File: config.mk
export PLATFORM = sky130hd
export DESIGN_NAME = inference_sequencer
export DESIGN_NICKNAME = d
export VERILOG_FILES = /design/src/rtl/inference_sequencer.sv
export SDC_FILE = /design/constraint.sdc
export NUM_CORES = 1
export LEC_CHECK = 0
export CAP_MARGIN = 20
export CELL_PAD_IN_SITES_DETAIL_PLACEMENT = 2
export CELL_PAD_IN_SITES_GLOBAL_PLACEMENT = 2
export CORE_MARGIN = 2
export CORE_UTILIZATION = 32
export DETAILED_ROUTE_END_ITERATION = 16
export PLACE_DENSITY = 0.85
export SLEW_MARGIN = 40
export SYNTH_ARGS = -nofsm -noshare
export SYNTH_HDL_FRONTEND = slang
export SYNTH_SLANG_ARGS = --single-unit
File: constraint.sdc
create_clock -name clk -period 2.2 [get_ports clk]
set_clock_uncertainty 0.05 [all_clocks]
set_input_delay 0.22 -clock clk [delete_from_list [all_inputs] [get_ports clk]]
set_output_delay 0.22 -clock clk [all_outputs]
set_load 0.01 [all_outputs]
File: src/rtl/inference_sequencer.sv
// inference_sequencer
// Top-level controller for one classification pass. Launches each layer
// engine in turn, packs the serial output-neuron stream of the final layer
// into a flat vector, hands that vector to the argmax unit and holds the
// resulting digit on a valid/ready result interface. A watchdog aborts the
// pass when any wait state sees no progress for TIMEOUT cycles.
//
// Ports:
//   clk, rst            system clock, synchronous active-high reset
//   start               begin a pass (only honoured in IDLE)
//   busy                high while a pass is in flight (not in IDLE/DONE)
//   layer_start         one-cycle launch pulse for layer layer_sel
//   layer_sel           index of the active layer
//   layer_done          completion pulse from the active layer engine
//   neuron_valid/data   final-layer neuron stream, index 0 first
//   am_in_valid         one-cycle strobe to the argmax unit
//   am_neuron_outputs   packed neurons, slot i at [i*OUT_W +: OUT_W]
//   am_prediction       argmax result, qualified by am_out_valid
//   prediction          latched classification
//   result_valid        prediction available, cleared on result_ready
//   timeout_err         sticky abort flag, cleared by the next start
module inference_sequencer #(
    parameter int NUM_LAYERS  = 2,
    parameter int NUM_CLASSES = 10,
    parameter int OUT_W       = 4,
    parameter int TIMEOUT     = 1023
) (
    input  logic                         clk,
    input  logic                         rst,
    input  logic                         start,
    output logic                         busy,
    output logic                         layer_start,
    output logic [2:0]                   layer_sel,
    input  logic                         layer_done,
    input  logic                         neuron_valid,
    input  logic [OUT_W-1:0]             neuron_data,
    output logic                         am_in_valid,
    output logic [NUM_CLASSES*OUT_W-1:0] am_neuron_outputs,
    input  logic [3:0]                   am_prediction,
    input  logic                         am_out_valid,
    output logic [3:0]                   prediction,
    output logic                         result_valid,
    input  logic                         result_ready,
    output logic                         timeout_err
);

    localparam int IDX_W = (NUM_CLASSES > 1) ? $clog2(NUM_CLASSES) : 1;
    localparam logic [2:0]       LAST_LAYER = 3'(NUM_LAYERS - 1);
    localparam logic [IDX_W-1:0] LAST_IDX   = IDX_W'(NUM_CLASSES - 1);
    localparam logic [9:0]       WD_LIMIT   = 10'(TIMEOUT - 1);

    typedef enum logic [2:0] {
        IDLE,
        LAUNCH,
        WAIT_LAYER,
        COLLECT,
        ARGMAX,
        WAIT_AM,
        DONE
    } state_t;

    state_t                       state;
    logic [IDX_W-1:0]             idx;
    logic [9:0]                   wd;
    logic [NUM_CLASSES*OUT_W-1:0] buffer;

    // The packed vector is the buffer itself, so it stays stable from ARGMAX
    // until the next accepted start clears it.
    assign am_neuron_outputs = buffer;

    // Single sequencing process. layer_start and am_in_valid default low each
    // cycle and are raised only on the transition into LAUNCH / ARGMAX, which
    // makes them exact one-cycle pulses aligned with those states. The
    // watchdog is cleared on every state change and every accepted event; the
    // abort fires on the cycle whose increment would reach TIMEOUT, so a
    // stalled wait state lasts exactly TIMEOUT cycles.
    always_ff @(posedge clk) begin
        if (rst) begin
            state        <= IDLE;
            idx          <= '0;
            wd           <= '0;
            buffer       <= '0;
            busy         <= 1'b0;
            layer_start  <= 1'b0;
            layer_sel    <= '0;
            am_in_valid  <= 1'b0;
            prediction   <= '0;
            result_valid <= 1'b0;
            timeout_err  <= 1'b0;
        end else begin
            layer_start <= 1'b0;
            am_in_valid <= 1'b0;
            case (state)
                IDLE: begin
                    if (start) begin
                        timeout_err <= 1'b0;
                        buffer      <= '0;
                        layer_sel   <= '0;
                        idx         <= '0;
                        wd          <= '0;
                        busy        <= 1'b1;
                        layer_start <= 1'b1;
                        state       <= LAUNCH;
                    end
                end
                LAUNCH: begin
                    wd    <= '0;
                    state <= WAIT_LAYER;
                end
                WAIT_LAYER: begin
                    if (layer_done) begin
                        wd <= '0;
                        if (layer_sel < LAST_LAYER) begin
                            layer_sel   <= layer_sel + 3'd1;
                            layer_start <= 1'b1;
                            state       <= LAUNCH;
                        end else begin
                            idx   <= '0;
                            state <= COLLECT;
                        end
                    end else if (wd == WD_LIMIT) begin
                        timeout_err <= 1'b1;
                        busy        <= 1'b0;
                        state       <= IDLE;
                    end else begin
                        wd <= wd + 10'd1;
                    end
                end
                COLLECT: begin
                    if (neuron_valid) begin
                        wd <= '0;
                        for (int i = 0; i < NUM_CLASSES; i++) begin
                            if (idx == IDX_W'(i)) begin
                                buffer[i*OUT_W +: OUT_W] <= neuron_data;
                            end
                        end
                        if (idx == LAST_IDX) begin
                            am_in_valid <= 1'b1;
                            state       <= ARGMAX;
                        end else begin
                            idx <= idx + 1'b1;
                        end
                    end else if (wd == WD_LIMIT) begin
                        timeout_err <= 1'b1;
                        busy        <= 1'b0;
                        state       <= IDLE;
                    end else begin
                        wd <= wd + 10'd1;
                    end
                end
                ARGMAX: begin
                    wd    <= '0;
                    state <= WAIT_AM;
                end
                WAIT_AM: begin
                    if (am_out_valid) begin
                        wd           <= '0;
                        prediction   <= am_prediction;
                        result_valid <= 1'b1;
                        busy         <= 1'b0;
                        state        <= DONE;
                    end else if (wd == WD_LIMIT) begin
                        timeout_err <= 1'b1;
                        busy        <= 1'b0;
                        state       <= IDLE;
                    end else begin
                        wd <= wd + 10'd1;
                    end
                end
                DONE: begin
                    if (result_ready) begin
                        result_valid <= 1'b0;
                        state        <= IDLE;
                    end
                end
                default: begin
                    busy  <= 1'b0;
                    state <= IDLE;
                end
            endcase
        end
    end

endmodule

# After elaboration in Yosys (flattened, before gate mapping)
# Cells that the tools add are included.
# classes
add_sub_neg	3
n_lt_le_gt_ge	1
eq_ne	38
n_mux	58
bitwise_logic	3
reduce_logical	29
# op_table
op	count
40-bit two-way mux	2
40-bit case mux with 2 select lines	1
4-bit two-way mux	15
10-bit two-way mux	5
10-bit case mux with 5 select lines	1
4-bit AND reduction	12
2-bit != test, second input constant	21
3-bit two-way mux	10
3-bit case mux with 7 select lines	1
4-bit by 3-bit == test with 1-bit output, second input constant	4
1-bit two-way mux	16
4-bit case mux with 3 select lines	1
10-bit by 1-bit adder with 10-bit output, second input constant	1
10-bit == test, second input constant	1
3-bit == test, second input constant	3
4-bit by 2-bit == test with 1-bit output, second input constant	2
4-bit == test, second input constant	2
3-bit by 2-bit == test with 1-bit output, second input constant	2
3-bit case mux with 2 select lines	1
3-bit AND reduction	2
6-bit AND reduction	1
2-bit nonzero test	3
3-bit OR reduction	2
1-bit case mux with 5 select lines	1
18 further kinds	22
# totals
regBits	69
word_cells	152

# Depth between registers and ports, before layout
# logic_depth
depth_word	4
ltp_mapped	7
ltp_nobuf	6

# Worst setup path after synthesis
# OpenSTA, ideal clock, no wires.
# synth_path
kind	flip-flop to flip-flop
startpoint	register idx[1]
endpoint	register buffer[4], in the netlist am_neuron_outputs[4]
setup_ns	0.128
arrival_time_ns	1.664
t_required_ns	2.022
setup_slack_ns	0.359
stages_incl_launch_ff	7
period_less_slack_ns	1.841
cell_sequence	dfxtp_1 > inv_1 > ha_1 > or3b_2 > a221oi_4 > mux2i_1 > nor2_1
# synth_between
elab_chain_cells	3
# synth_rtl
element	line	rtl
start: declaration	63	logic [IDX_W-1:0] idx;
start signal: assignment	141	idx <= idx + 1'b1;
4-bit by 1-bit == test with 1-bit output	133	if (idx == IDX_W'(i)) begin
2-bit != test (no line)	--	
4-bit AND reduction (no line)	--	
end signal: indexed assignment	134	buffer[i*OUT_W +: OUT_W] <= neuron_data;
end: declaration	65	logic [NUM_CLASSES*OUT_W-1:0] buffer;
# No other way between the ends.
# A chain may end at the register's enable or synchronous reset.

# Final worst setup path
# layout_path
startpoint	register idx[0]
endpoint	register buffer[2], in the netlist am_neuron_outputs[2]
# layout_between
elab_chain_cells	3
# layout_rtl
element	line
4-bit logical NOT	133
2-bit != test (no line)	--
4-bit AND reduction (no line)	--
# No other way between the ends.

==> flow_summary.ini <==
[outcome]
status = complete, no violations

[cts]
numCtsBuffers = 9
clockBufferDepth = 2
cts_resized = 0
hold_buffers = 0
htree_num_levels = 3
cts_setup_buffers = 0
path_clk_slew_ps = 90
cts_sinks = 69
root_buffer = clkbuf_8
clk_latency_ps = 360
cts_tree = done

[critical_path]
path_max_fanout = 4
critPathKind = reg2reg
crit_required_ps = 2400
end_kind = flop
path_buf_inv = 2
crit_slowest_cell = or3b_2
crit_chain = inv_1, ha_1, or3b_2, a221oi_4, buf_4, mux2i_1, nor2_1
crit_family = simple AND/OR/NAND/NOR gates
cpPeakStageDelay_ps = 490
worst_ep_arrival_time_ps = 2300
startpoint_type = flop

[timing]
post-route-min-period_ps = 2101
setup_viol = 0
setup_ws_ps = 99.47
finalHoldViolations = 0
fmax_ghz = 0.4761
slew_headroom_pct = 65.25
rsz0062_at_grt = false
fin_crit_sh_pct = 95.48
drv_slew = 0
worst_slew_pin_slew_ps = 521.3

[power]
switchingPower_mw = 0.9117
p_seq_share_pct = 45.0
swShare_pct = 31.40
power.leakage_nw = 1.646
power.share.clock_pct = 34.2
intPower_mw = 1.991
p_per_area_mw_per_mm2 = 636.6
power_frac_comb_pct = 20.8
p_total_mw = 2.903
ir_drop_v = 0.0002658

[cells_and_area]
final_cell_mix = dfxtp_1, clkdlybuf4s50_1, nor2_1, mux2i_1, a21oi_1
regArea_sq_mm = 0.001381
syn_to_final_growth_pct = 32.40
multi_input_area_sq_mm = 0.001924
nets = 460
final_common_cell = dfxtp_1
layout-drive-gt1-share_pct = 13.54
fillerInstances = 1135
diodes = 0

[floorplan]
core_region_area_sq_mm = 0.01037
ios = 67
die_x_microns = 107.8
floorplan.initialDensity_pct = 33.22
die_y_microns = 107.8
row_count = 37
dieArea_sq_mm = 0.01161

[global_routing]
grt_max_degree = 38
grt_pass1_vias = 3580
grt_antenna_before_repair = 0
grt_pass1_wl_microns = 18640
grt.total_usage_pct = 20.56
gr-total-overflow = 0

[synthesis]
ys_ff_latch = 69
syn_area_sq_mm = 0.003445
synth_fp_nets = 386
ys_types = 48
syn_avg_cell_area_sq_um = 9.463
synth_warnings = 0
netlist_instances = 364
yosysSeqAreaShare_pct = 40.10
synth-async-reset-ratio_pct = 0
ys.flop_type = dfxtp_1
synth_edf_count = 0

[placed_design]
dp_hpwl_microns = 7894
preCtsSetupSlack_ps = -106.9
place_congestion = 0.7618
io_buffer_count = 66

[run]
maxCapViolCount = 0

[drt]
vias = 3147
wl_microns = 11400
drcViolationCount = 0
first_pass_iters = 4
ant_nets = 0
detail_route.wl_per_cell_microns = 19.69
via_per_inst = 5.435
first_iter_violations = 131

[worst_hold_path]
min_path_type = in2reg
## cells in the mapped netlist (all sizes together) (3+ instances only)
| master | instances | area [sq um] |
|---|---|---|
| and2 | 6 | 37.54 |
| nor3 | 8 | 40.04 |
| mux2i | 40 | 400.4 |
| nor3b | 4 | 30.03 |
| and3 | 5 | 31.28 |
| inv | 7 | 26.28 |
| nor2b | 7 | 43.79 |
| a221oi | 10 | 234.0 |
| or3b | 6 | 55.05 |
| ha | 7 | 87.58 |
| and4 | 3 | 26.28 |
| nand3b | 9 | 67.56 |
| o31ai | 7 | 57.55 |
| clkbuf | 13 | 48.80 |
| nor2 | 47 | 176.4 |
| nand2b | 5 | 31.28 |
| o21ai | 14 | 70.07 |
| nand4 | 3 | 18.77 |
| nand2 | 7 | 26.28 |
| nand3 | 12 | 60.06 |
| a211oi | 3 | 22.52 |
| a21oi | 24 | 120.1 |
| dfxtp | 69 | 1381 |
| buf | 14 | 81.32 |
| a31oi | 4 | 25.02 |
| or4 | 5 | 37.54 |
## sequential cells by signal, indices dropped and copies added (netlist names)
| signal | flops |
|---|---|
| am_in_valid | 1 |
| state | 3 |
| layer_sel | 3 |
| result_valid | 1 |
| am_neuron_outputs | 40 |
| layer_start | 1 |
| timeout_err | 1 |
| prediction | 4 |
| wd | 10 |
| idx | 4 |
| busy | 1 |
## power groups by stage
stage	registers [mW]	clock network, mW	logic [mW]
after floorplan	1.33	0	0.396
after CTS	1.31	1.02	0.608
final	1.31	0.992	0.605
after global routing	1.31	1.07	0.654
after global placement	1.33	0	0.573
after detailed placement	1.33	0	0.596
## area by class of cell
class	count	area share, %
clock inverter	7	1.262
clock buffer	9	2.716
inverter	8	0.6584
tap	136	3.731
multi-input combinational	260	42.19
sequential	69	30.29
timing repair buffer	90	19.15
## metal layers
metal | vias up | part of all wire (%) | GRT usage, %
li1 | 1479 | - | -
met1 | 1591 | 42 | 23.08
met2 | 64 | 53 | 37.87
met3 | 13 | 4.4 | 5.690
met4 | 0 | 1.2 | 5.495
met5 | - | 0 | 0
## final timing paths
path | startpoint | endpoint | slack (ps) | cells past startpoint
setup / recovery | idx[0] | am_neuron_outputs[2] | 100 | 7
hold / removal | rst | prediction[3] | 280 | 2
setup reg to reg | idx[0] | am_neuron_outputs[2] | 100 | 7
hold reg to reg | timeout_err | timeout_err | 400 | 2
## cell families (layout without fill, tap and decap cells)
kind of cell | count (synthesis) | in the layout | synth area share, %
adders and majority gates | 7 | 7 | 2.543
muxes | 41 | 41 | 11.95
buffers and inverters | 35 | 114 | 4.649
and+or+nand+nor | 132 | 132 | 21.00
AOI/OAI and AO/OA | 80 | 80 | 19.76
DFF | 69 | 69 | 40.10
## metrics by stage
step / util [%] / instances / area (sq um) / setup TNS (ps) / hold WS, ps
floorplan: - / 364 / 3445 / 0 / 313.9
global placement: 42.02 / 563 / 4358 / -96.82 / 387.0
detailed placement: 42.02 / 563 / 4358 / -2609 / 394.1
CTS: 43.77 / 579 / 4539 / 0 / 272.4
global route: 43.98 / 579 / 4561 / 0 / 294.1
finish: 43.98 / 579 / 4561 / 0 / 281.7
Note: power is estimated with default switching activity, not from simulation.
